--- config.mk ---
export PLATFORM = sky130hd
export DESIGN_NAME = psum_accumulator_flat
export DESIGN_NICKNAME = d
export VERILOG_FILES = /design/src/rtl/psum_accumulator_if.sv /design/src/rtl/psum_accumulator.sv /design/src/flat_wrapper.sv
export SDC_FILE = /design/constraint.sdc
export NUM_CORES = 1
export LEC_CHECK = 0
export ABC_AREA = 1
export CORE_ASPECT_RATIO = 1.25
export CORE_MARGIN = 3
export CORE_UTILIZATION = 57
export DETAILED_ROUTE_END_ITERATION = 10
export PLACE_DENSITY = 0.81
export SYNTH_ARGS = -nofsm -noshare
export SYNTH_HDL_FRONTEND = slang
export SYNTH_SLANG_ARGS = --single-unit
--- constraint.sdc ---
create_clock -name clk -period 2.7 [get_ports clk]
set_input_delay 0.405 -clock clk [delete_from_list [all_inputs] [get_ports clk]]
set_output_delay 0.405 -clock clk [all_outputs]
set_load 0.1 [all_outputs]
--- src/rtl/psum_accumulator_if.sv ---
// Handshake bundle between the adder tree, the partial-sum accumulator and
// the downstream row-result consumer.
interface psum_accumulator_if #(
    parameter int IN_W  = 25,
    parameter int ACC_W = 32
);
    logic             in_valid;
    logic             in_ready;
    logic [IN_W-1:0]  in_data;
    logic             out_valid;
    logic             out_ready;
    logic [ACC_W-1:0] out_data;
    logic             out_ovf;

    modport master (
        output in_valid, in_data, out_ready,
        input  in_ready, out_valid, out_data, out_ovf
    );

    modport slave (
        input  in_valid, in_data, out_ready,
        output in_ready, out_valid, out_data, out_ovf
    );
endinterface

--- src/rtl/psum_accumulator.sv ---
// Partial-sum accumulator: sums a run of adder-tree beats (one per K-tile)
// into one saturated unsigned dot product per output row.
module psum_accumulator #(
    parameter int IN_W  = 25,
    parameter int ACC_W = 32,
    parameter int CNT_W = 8
) (
    input  logic              clk,
    input  logic              rst_n,
    input  logic [CNT_W-1:0]  cfg_beats,
    psum_accumulator_if.slave bus,
    output logic              busy
);
    localparam int SUM_W = ACC_W + 1;

    typedef enum logic [1:0] {
        IDLE  = 2'd0,
        ACCUM = 2'd1,
        HOLD  = 2'd2
    } state_t;

    state_t           state, state_n;
    logic [ACC_W-1:0] acc, acc_n;
    logic [ACC_W-1:0] res, res_n;
    logic [CNT_W-1:0] cnt, cnt_n;
    logic [CNT_W-1:0] beats_lat, beats_n;
    logic [CNT_W-1:0] first_beats;
    logic [CNT_W-1:0] cnt_inc;
    logic             ovf, ovf_n;
    logic             accept;
    logic [SUM_W-1:0] sat_sum;

    // Unsigned add with one guard bit; once a group has clamped it stays
    // clamped so the result never wraps back below full scale.
    // Returns {overflow_flag, clamped_sum}.
    function automatic logic [SUM_W-1:0] sat_add(
        input logic [ACC_W-1:0] a,
        input logic [IN_W-1:0]  b,
        input logic             sticky
    );
        logic [SUM_W-1:0] sum;
        sum = {1'b0, a} + SUM_W'(b);
        if (sum[ACC_W] || sticky) begin
            return {1'b1, {ACC_W{1'b1}}};
        end
        return {1'b0, sum[ACC_W-1:0]};
    endfunction

    assign bus.in_ready  = (state != HOLD);
    assign bus.out_valid = (state == HOLD);
    assign bus.out_data  = res;
    assign bus.out_ovf   = ovf;
    assign busy          = (state != IDLE);

    assign accept      = bus.in_valid && bus.in_ready;
    assign first_beats = (cfg_beats == '0) ? CNT_W'(1) : cfg_beats;
    assign cnt_inc     = cnt + CNT_W'(1);
    assign sat_sum     = sat_add(acc, bus.in_data, ovf);

    // Next-state and datapath update; every target defaults to holding.
    always_comb begin
        state_n = state;
        acc_n   = acc;
        res_n   = res;
        cnt_n   = cnt;
        beats_n = beats_lat;
        ovf_n   = ovf;
        case (state)
            IDLE: begin
                if (accept) begin
                    acc_n   = ACC_W'(bus.in_data);
                    cnt_n   = CNT_W'(1);
                    beats_n = first_beats;
                    ovf_n   = 1'b0;
                    if (first_beats == CNT_W'(1)) begin
                        res_n   = ACC_W'(bus.in_data);
                        state_n = HOLD;
                    end else begin
                        state_n = ACCUM;
                    end
                end
            end
            ACCUM: begin
                if (accept) begin
                    acc_n = sat_sum[ACC_W-1:0];
                    ovf_n = sat_sum[ACC_W];
                    cnt_n = cnt_inc;
                    if (cnt_inc == beats_lat) begin
                        res_n   = sat_sum[ACC_W-1:0];
                        state_n = HOLD;
                    end
                end
            end
            HOLD: begin
                if (bus.out_ready) begin
                    state_n = IDLE;
                end
            end
            default: begin
                state_n = IDLE;
            end
        endcase
    end

    // State and accumulator registers; reset discards any partial or held group.
    always_ff @(posedge clk) begin
        if (!rst_n) begin
            state     <= IDLE;
            acc       <= '0;
            res       <= '0;
            cnt       <= '0;
            beats_lat <= '0;
            ovf       <= 1'b0;
        end else begin
            state     <= state_n;
            acc       <= acc_n;
            res       <= res_n;
            cnt       <= cnt_n;
            beats_lat <= beats_n;
            ovf       <= ovf_n;
        end
    end
endmodule

--- src/flat_wrapper.sv ---
// flat-port wrapper written by rule: the top's interface ports become plain ports
module psum_accumulator_flat 
#(
    parameter int IN_W  = 25,
    parameter int ACC_W = 32,
    parameter int CNT_W = 8
)
  (clk, rst_n, cfg_beats, busy, bus_in_valid, bus_in_data, bus_out_ready, bus_in_ready, bus_out_valid, bus_out_data, bus_out_ovf);
  psum_accumulator_if #(.IN_W(IN_W), .ACC_W(ACC_W)) bus_i ();
  input  logic clk;
  input  logic rst_n;
  input  logic [CNT_W-1:0] cfg_beats;
  output logic busy;
  input wire logic [$bits(bus_i.in_valid)-1:0] bus_in_valid;
  input wire logic [$bits(bus_i.in_data)-1:0] bus_in_data;
  input wire logic [$bits(bus_i.out_ready)-1:0] bus_out_ready;
  output wire logic [$bits(bus_i.in_ready)-1:0] bus_in_ready;
  output wire logic [$bits(bus_i.out_valid)-1:0] bus_out_valid;
  output wire logic [$bits(bus_i.out_data)-1:0] bus_out_data;
  output wire logic [$bits(bus_i.out_ovf)-1:0] bus_out_ovf;
  assign bus_i.in_valid = bus_in_valid;
  assign bus_i.in_data = bus_in_data;
  assign bus_i.out_ready = bus_out_ready;
  assign bus_in_ready = bus_i.in_ready;
  assign bus_out_valid = bus_i.out_valid;
  assign bus_out_data = bus_i.out_data;
  assign bus_out_ovf = bus_i.out_ovf;
  psum_accumulator #(.IN_W(IN_W), .ACC_W(ACC_W), .CNT_W(CNT_W)) u_core (.clk(clk), .rst_n(rst_n), .cfg_beats(cfg_beats), .bus(bus_i), .busy(busy));
endmodule
==> results of run 1 <==
layer usage:
metal | share of wire, % | vias up
met3 | 3.7 | 53
met2 | 49 | 165
met1 | 43 | 3021
met4 | 4.6 | 0
met5 | 0 | -
li1 | - | 3645
critical path: stages:
cell             delay [ps]
clkdlybuf4s50_1         420
ha_1                    240
fa_1                    380
nand2_1                 100
nand2_1                  80
nand3_1                  90
nand2_1                  80
nand2_1                  80
nand2_2                  70
buf_4                   140
nand2_1                  40
nand2_1                  50
nor2_2                   90
buf_4                   150
nand3_1                  90
a21oi_1                 160
nor2_1                   50
area by class of cell:
class                           instances  share of cell area, %
Multi-Input combinational cell        820                  49.19
Sequential cell                        83                  21.70
Timing Repair Buffer                  129                  14.08
Inverter                              189                  9.263
Clock buffer                           10                  2.990
Tap cell                              132                  2.157
Clock inverter                          6                 0.6208
cells in the mapped netlist, drive strengths merged:
cell	n	area, um2
o21ai	45	225.2
ha	26	325.3
buf	10	71.31
o21bai	2	15.01
xor2	2	17.52
or2	12	75.07
nor3	7	35.03
nand3	54	287.8
a211oi	1	7.510
a22oi	1	7.510
clkinv	1	3.750
nand3b	3	22.52
fa	1	20.02
nor4	1	6.260
a31oi	1	6.260
clkbuf	18	67.56
nor2	198	755.7
inv	188	705.7
nand2	368	1386
and3	1	6.260
a21oi	67	339.1
nand4	17	106.4
xnor2	7	61.31
dfxtp	83	1662
and2	6	37.54
metrics by stage:
step	hold WS [ps]	setup TNS [ps]	worst slack (ps)
2_1_floorplan	444.3	0	286.9
3_3_place_gp	463.8	-1778	-92.52
3_5_place_dp	472.1	-2573	-120.5
5_1_grt	475.9	0	0.06528
6_report	467.1	0	202.3
4_1_cts	455.4	0	203.0
final timing paths:
path | from | cells past startpoint | slack, ps | to
setup / recovery | bus_in_data[0] | 17 | 200 | u_core.bus.out_data[28]$_SDFFE_PN0P_
hold / removal | rst_n | 3 | 470 | u_core.cnt[5]$_SDFFE_PN0P_
setup reg to reg | u_core.acc[0]$_SDFFE_PN0P_ | 16 | 400 | u_core.bus.out_data[28]$_SDFFE_PN0P_
hold reg to reg | u_core.beats_lat[5]$_SDFFE_PN0P_ | 2 | 470 | u_core.beats_lat[5]$_SDFFE_PN0P_
flip-flops by register name (all words and copies together), names as in the netlist:
name / count
u_core.acc: 32
u_core.beats_lat: 8
u_core.cnt: 8
u_core.bus.out_ovf: 1
u_core.state: 2
u_core.bus.out_data: 32
power groups by stage:
stage          clock network [mW]  logic, mW  registers [mW]
2_1_floorplan                   0       1.11            1.82
3_3_place_gp                    0       2.05            1.48
3_5_place_dp                    0       2.06            1.48
4_1_cts                      1.21       2.08            1.46
5_1_grt                      1.25       2.31            1.47
6_report                     1.19       2.08            1.46
cell families after synthesis:
kind of cell	Yosys count	synth area share, %
AO/OA/AOI/OAI	117	9.604
XOR/XNOR	9	1.261
adder cells (fa/ha/maj)	27	5.522
buffers and inverters	217	13.57
flip-flops	83	26.57
AND/OR/NAND/NOR	667	43.48
cells in the final DEF (no fill, tap or decap), types with 4 or more instances in the layout:
cell type / Yosys / final
a21oi_1: 66 / 65
and2_1: 6 / 6
buf_4: 2 / 91
clkbuf_16: 0 / 9
clkdlybuf4s50_1: 0 / 35
dfxtp_1: 83 / 83
ha_1: 26 / 26
inv_1: 186 / 186
nand2_1: 366 / 365
nand3_1: 52 / 51
nand4_1: 17 / 17
nor2_1: 193 / 192
nor2_2: 5 / 4
nor3_1: 7 / 7
o21ai_0: 44 / 44
or2_2: 12 / 12
xnor2_1: 7 / 7
timing repair:
action	in CTS	in global routing
endpoints found under the setup margin	0	1
resized for setup	0	2
hold buffers	0	0
==> flow_results.org, run 1 <==
** Pwr
- Worst voltage drop across the vdd grid :: 0.3302 mV
- In this run the static leakage power is 4.131 nW.
- The internal power of the cells totals 2.702 mW.
- The clock network is responsible for 25.2% of the overall power.
- The share of total power dissipated in sequential elements is a little under a third.
- Net Sw Frac :: between 40% and 50%
- Comb pwr share :: 44.0%
- Switching component of the power :: a little over 2 mW
- In this run the power density over the cells is ~620 mW/mm2.
- Total power for the finished layout comes to around 4.7 mW.

** Logic synthesis
- After synthesis, the netlist uses 35 different library cells.
- Yosys printed 0 warnings.
- Post-Synthesis Net Count :: 1184
- Synthesis produced a netlist whose cell count is 1120.
- Each instance of the synthesized netlist takes up on average around 5.6 um2.
- In this run the cell area of the synthesized design comes to 0.006253 mm2.
- Yosys reg bits :: 83
- After synthesis, flip-flops and latches occupy 26.57% of the total area.

** STA
- Tightest Pin Transition :: a little over 700 ps
- Setup repair after global routing left no endpoint under its margin.
- Skew final :: just over 6 ps
- In this run the tightest slew margin relative to its limit is 52.96%.
- Of the available clock period, the critical path in the final layout requires 92.51%.
- Derived from the worst setup path, the maximum achievable clock frequency is ~400 MHz.
- The number of max-slew violations in the final report is 0.
- Count of endpoints failing hold in the final timing report :: 0
- Final-report setup violation count :: 0
- Counting I/O delays and the setup requirement, the final critical path takes 2498 ps.

** Status
- The run finished with clean final reports.

** Detailed routing
- In the routed layout, each cell is associated on average with a via count of 5.028.
- After the first detailed-routing iteration, the DRC count stood at between 300 and 400.
- The routed design has between 15 and 20 mm of wire.
- Drt first pass iters :: 5
- Wire length per cell after detailed routing :: roughly 13 um
- DRC violations left :: 0
- The detail route stage leaves a number of antenna-violating nets equal to 0.
- Overall via count from detail_route :: between 6000 and 7000

** GRT
- The via count of the first global-routing pass came to 6369.
- In this run the most used layer during global routing was met2.
- Initial antenna violation count :: 0
- Grt total ovfl :: 0
- Aggregate global-route resource usage :: 29.81%
- Maximum number of pins on one net before global-route repair :: 74
- Met3 capacity usage during global routing :: 3.781%
- Global Route met2 Usage :: a little over half
- The first global-routing pass estimated 29.25 mm of wire.
- Routing usage on met1 :: a little over a third

** Cells and area
- Footprint of the flip-flops and latches :: 0.001662 mm2
- Final layout net count :: about 1300
- Counting the fill cells in the layout gives 1006.
- The number of antenna diodes in the final layout is 0.
- Layout Area Growth over Synthesis :: 22.47%
- The finished layout holds ~1400 standard cells, fillers aside.
- Summing all multi-input logic gate instances after layout gives 0.003767 mm2.
- Post-layout instance area :: 0.007659 mm2
- Share of cells above drive strength 1 :: 11.08%
- Final core occ :: 71.79%

** Placement
- In this run the tool buffered the top-level ports with 72 buffer cells.
- The number of placed instances, taps included, is 1353.
- Dpl cell area :: 0.007373 mm2
- Routability-driven placement finished with a final weighted congestion of 0.9387.
- Summed over all nets, the half-perimeter wirelength after detailed placement is 13.61 mm.

** Worst setup path
- The setup path with the least slack is of type primary input to flop.
- Data arrives at the worst endpoint at 2730 ps.
- STA classifies the critical path endpoint as a flop.
- CP Data Required Time :: 2940 ps
- The worst setup path is launched from a primary input.
- In this run the worst path has a maximum fanout of 6.

** Die
- The die covers 0.01227 mm2.
- Number of rows created at floorplan :: 42
- Initial Utilization :: 58.62%
- Pin placement for this block handled 73 I/O pins.
- The floorplan step set the die width to 99.69 um.
- Height of the die :: 123.1 um
- The floorplan step defined a core boundary enclosing around 0.011 mm2.

** Clock tree
- In this run, CTS created clock tree buffers numbering 9.
- Clock latency on the worst-skew pair :: 350 ps
- Number of setup buffers added after CTS :: 0
- TritonCTS built the clock tree.
- Max clock buf depth :: 2
- The tree is rooted in a clkbuf_16.
- Clock Sinks :: 83
- H-Tree Level Count :: 3
- After clock tree synthesis, the clock-pin slew on the worst setup and hold paths is approximately 70 ps.

** Run
- Number of max-cap violations :: 0

** Worst hold path
- Path type of the worst min-delay path :: primary input to flop
Power figures use the tool's default switching activity.
==> inputs of run 2 (changes only) <==
- TNS_END_PERCENT: not set -> 50
- clock period: 2.7 -> 2.6 ns (I/O delays scaled with it)
==> run 2 against run 1 <==
Sequential power increased by 4%. Final area is 2.1% higher. Worst setup slack worse by 32 ps. Critical endpoint is now u_core.bus.out_data[1]$_SDFFE_PN0P_.
==> flow_results.org, run 2 (same netlist as run 1, synthesis figures left out) <==
** Status
- The run finished with clean final reports.

** STA
- The number of max-slew violations in the final report came to 0 (unchanged).
- Setup repair after global routing missed its margin :: true
- The post-layout worst setup margin is 170.3 ps (-32.00 ps).
- Skew final :: 7.399 ps (+1.240 ps)
- The setup TNS after final layout came to 0 ps (unchanged).
- Slew margin rel. :: 52.82% (-0.14 points)
- Tightest Pin Transition :: 705.1 ps (-0.5700 ps)
- In the finished design, the share of the clock period the worst path needs comes to 93.45%.
- The total of endpoints with negative setup slack in the final report is 0 (unchanged).
- Static timing analysis puts the maximum clock frequency at 411.6 MHz.
- Subtracting the final worst setup slack from the clock period gives 2430 ps.
- Count of endpoints failing hold in the final timing report :: 0 (unchanged)

** Clock tree
- Cts-stage hold buffer count :: 0 (unchanged)
- Clock Sinks :: 83 (unchanged)
- Number of buffers added by the clock tree synthesis step :: 9 (unchanged)
- Max clock buf depth :: 2 (unchanged)
- TritonCTS built the clock tree.
- The clock latency at the later pin of the worst-skew pair was 350 ps (about the same).
- The number of H-tree branching levels is 3 (unchanged).
- Clock transition at the registers of the reported paths :: 70 ps (about the same)
- Clock Root Buffer :: clkbuf_16

** Die
- Die Outline Area :: 0.01227 mm2 (unchanged)
- Number of I/O pins :: 73 (unchanged)
- The area of the core region came to 0.01067 mm2 (unchanged).
- The die width was 99.69 um (unchanged).
- Height of the die :: 123.1 um (unchanged)
- Initial Utilization :: 58.62% (unchanged)
- Number of rows created at floorplan :: 42 (unchanged)

** Worst setup path
- Broken down by cell family, the worst path's largest delay share belongs to simple AND/OR/NAND/NOR gates.
- Crit Path Category :: primary input to flop
- The sum of buffers and inverters on the critical path came to 2 (-1).
- The largest individual stage delay along the critical path comes from the cell clkdlybuf4s50_1.
- Register-to-Register Path Depth :: 14 (-2)
- Arrival time of the worst setup path :: 2670 ps (-60 ps)
- Most used cell along the critical path :: nand2_1
- CP Data Required Time :: 2840 ps (-100 ps)
- The worst register-to-register path begins at u_core.acc[0]$_SDFFE_PN0P_.
- Startpoint types :: primary input
- R2R Path End :: u_core.bus.out_data[1]$_SDFFE_PN0P_
- STA classifies the critical path endpoint as a flop.
- Critical Path Max Stage Delay :: 430 ps (about the same)
- The slack of the worst reg-to-reg path came to 360 ps (-40 ps).
- The worst-path maximum fanout was 7 (+1).
- CP cell instances :: clkdlybuf4s50_1 -> ha_1 -> fa_1 -> nand2_1 -> nand2_1 -> nand3_1 -> nand2_1 -> nand2_1 -> nand2_2 -> nand3_2 -> nand2_2 -> o21ai_0 -> inv_1 -> nor2_1 -> nor2_1

** Cells and area
- Layout Area Growth over Synthesis :: 25.05%
- The share of layout cells above drive strength 1 is 12.55% (+1.5 points).
- Leading cell type in the layout, fill and taps excluded :: nand2_1
- In the layout the commonest cells are 365 x nand2_1, 191 x nor2_1, 186 x inv_1.
- The number of diodes came to 0 (unchanged).
- Post-route non-filler standard cell count :: 1391 (+1.6%)
- The final net count is 1318 (+1.7%).
- Final core occ :: 73.31% (+1.5 points)

** Detailed routing
- Drt first pass iters :: 5 (unchanged)
- The routed wire length per instance was 13.31 um (+2.1%).
- Routed via count divided by cell count :: 5.066 (+0.75%)
- First DRT Iteration DRCs :: 351 (-7.9%)
- The total routed wirelength came to 18.51 mm (+3.7%).
- Overall via count from detail_route :: 7047 (+2.4%)
- The number of nets with antenna violations after detailed routing is 0 (unchanged).
- DRC violations left :: 0 (unchanged)

** GRT
- The total routing usage reported by global routing came to 30.47% (+0.66 points).
- The initial antenna violation count is 0 (unchanged).
- The global-route wire length before repair was 29.93 mm (+2.3%).
- The aggregate global routing overflow is 0 (unchanged).
- The via count of the first global-routing pass was 6535 (+2.6%).
- Maximum number of pins on one net before global-route repair :: 66 (-11%)

** Pwr
- The internal power came to 2.858 mW (+5.8%).
- Net Sw Frac :: 42.74% (-0.25 points)
- Clk network pwr share :: 24.6% (-0.6 points)
- The leakage power summed over all cells is 4.227 nW (+2.3%).
- The part of the total power dissipated in combinational logic was 45.0% (+1.0 points).
- The net switching component of the power came to 2.134 mW (+4.7%).
- Tot Pwr :: 4.992 mW (+5.3%)
- The total power divided by cell area came to 638.4 mW/mm2 (+3.1%).
- Proportion of power drawn by flip-flops and latches :: 30.4% (-0.4 points)
- The peak supply drop came to 0.3694 mV (+12%).

** Worst hold path
- The hold-critical path depth came to 3 (unchanged).
- The worst hold path begins at rst_n.
- Hold Path Sink :: u_core.cnt[5]$_SDFFE_PN0P_
- Path type of the worst min-delay path :: primary input to flop

** Placement
- Global placer's final weighted congestion :: 0.9717 (+3.5%)
- Dpl hpwl :: 14.24 mm (+4.6%)
- Port bufs :: 72 (unchanged)
- The worst slack at placement came to -151.0 ps (-30.53 ps).
- The cell count after placement was 1375 (+1.6%).

** Run
- Number of max-cap violations :: 0 (unchanged)
run 2: cell types whose count changed in the layout (fill, tap and decap cells not counted), sizes merged:
cell      change
clkinv        +1
inv           -2
clkinvlp      +1
buf          +22
run 2: area by class of cell:
| cell class | count | area [um2] |
|---|---|---|
| clock buffers | 10 | 229.0 |
| clock inverters | 6 | 50.05 |
| fillers | 986 | 2848 |
| inverters | 189 | 709.4 |
| multi-input cells | 820 | 3761 |
| flip-flops and latches | 83 | 1662 |
| well taps | 132 | 165.2 |
| repair buffers | 151 | 1244 |
run 2: stage by stage:
step / hold slack (ps) / cell area [um2]
after floorplan: 444.3 / 6259
after global placement: 460.9 / 7538
after detailed placement: 470.6 / 7538
after CTS: 453.7 / 7818
after global routing: 493.4 / 7820
final: 463.4 / 7820
run 2: worst max path at each step:
stage,from,to,slack (ps),cells past startpoint
detailed placement,bus_in_data[0],u_core.bus.out_data[1]$_SDFFE_PN0P_,-150,15
global route,bus_in_data[0],u_core.bus.out_data[20]$_SDFFE_PN0P_,-10,16
floorplan,u_core.state[1]$_SDFFE_PN0P_,u_core.state[1]$_SDFFE_PN0P_,190,11
finish,bus_in_data[0],u_core.bus.out_data[1]$_SDFFE_PN0P_,170,15
global placement,bus_in_data[0],u_core.bus.out_data[13]$_SDFFE_PN0P_,-100,16
CTS,bus_in_data[0],u_core.bus.out_data[1]$_SDFFE_PN0P_,190,15
run 2: what timing repair did:
| action | 4_1_cts | 5_1_grt |
|---|---|---|
| setup endpoints to repair | 0 | 8 |
| gates resized for setup | 0 | 1 |
| buffers inserted | 0 | 0 |
run 2: per-layer routing:
metal	up-vias	global-route usage [%]	routed length (um)
met4	0	16.57	878
li1	3684	-	-
met3	54	3.894	777
met2	187	54.76	9265
met5	-	0	0
met1	3122	34.76	7592
run 2: power by group through the flow:
stage	clock [mW]	sequential (mW)	combinational [mW]
2_1_floorplan	0	1.89	1.15
3_3_place_gp	0	1.54	2.19
3_5_place_dp	0	1.54	2.22
4_1_cts	1.24	1.51	2.24
5_1_grt	1.29	1.53	2.48
6_report	1.23	1.52	2.25
run 2: worst min-delay path, cell delays in order:
cell      delay (ps)
buf_2            110
clkinv_1         200
a21oi_1           60
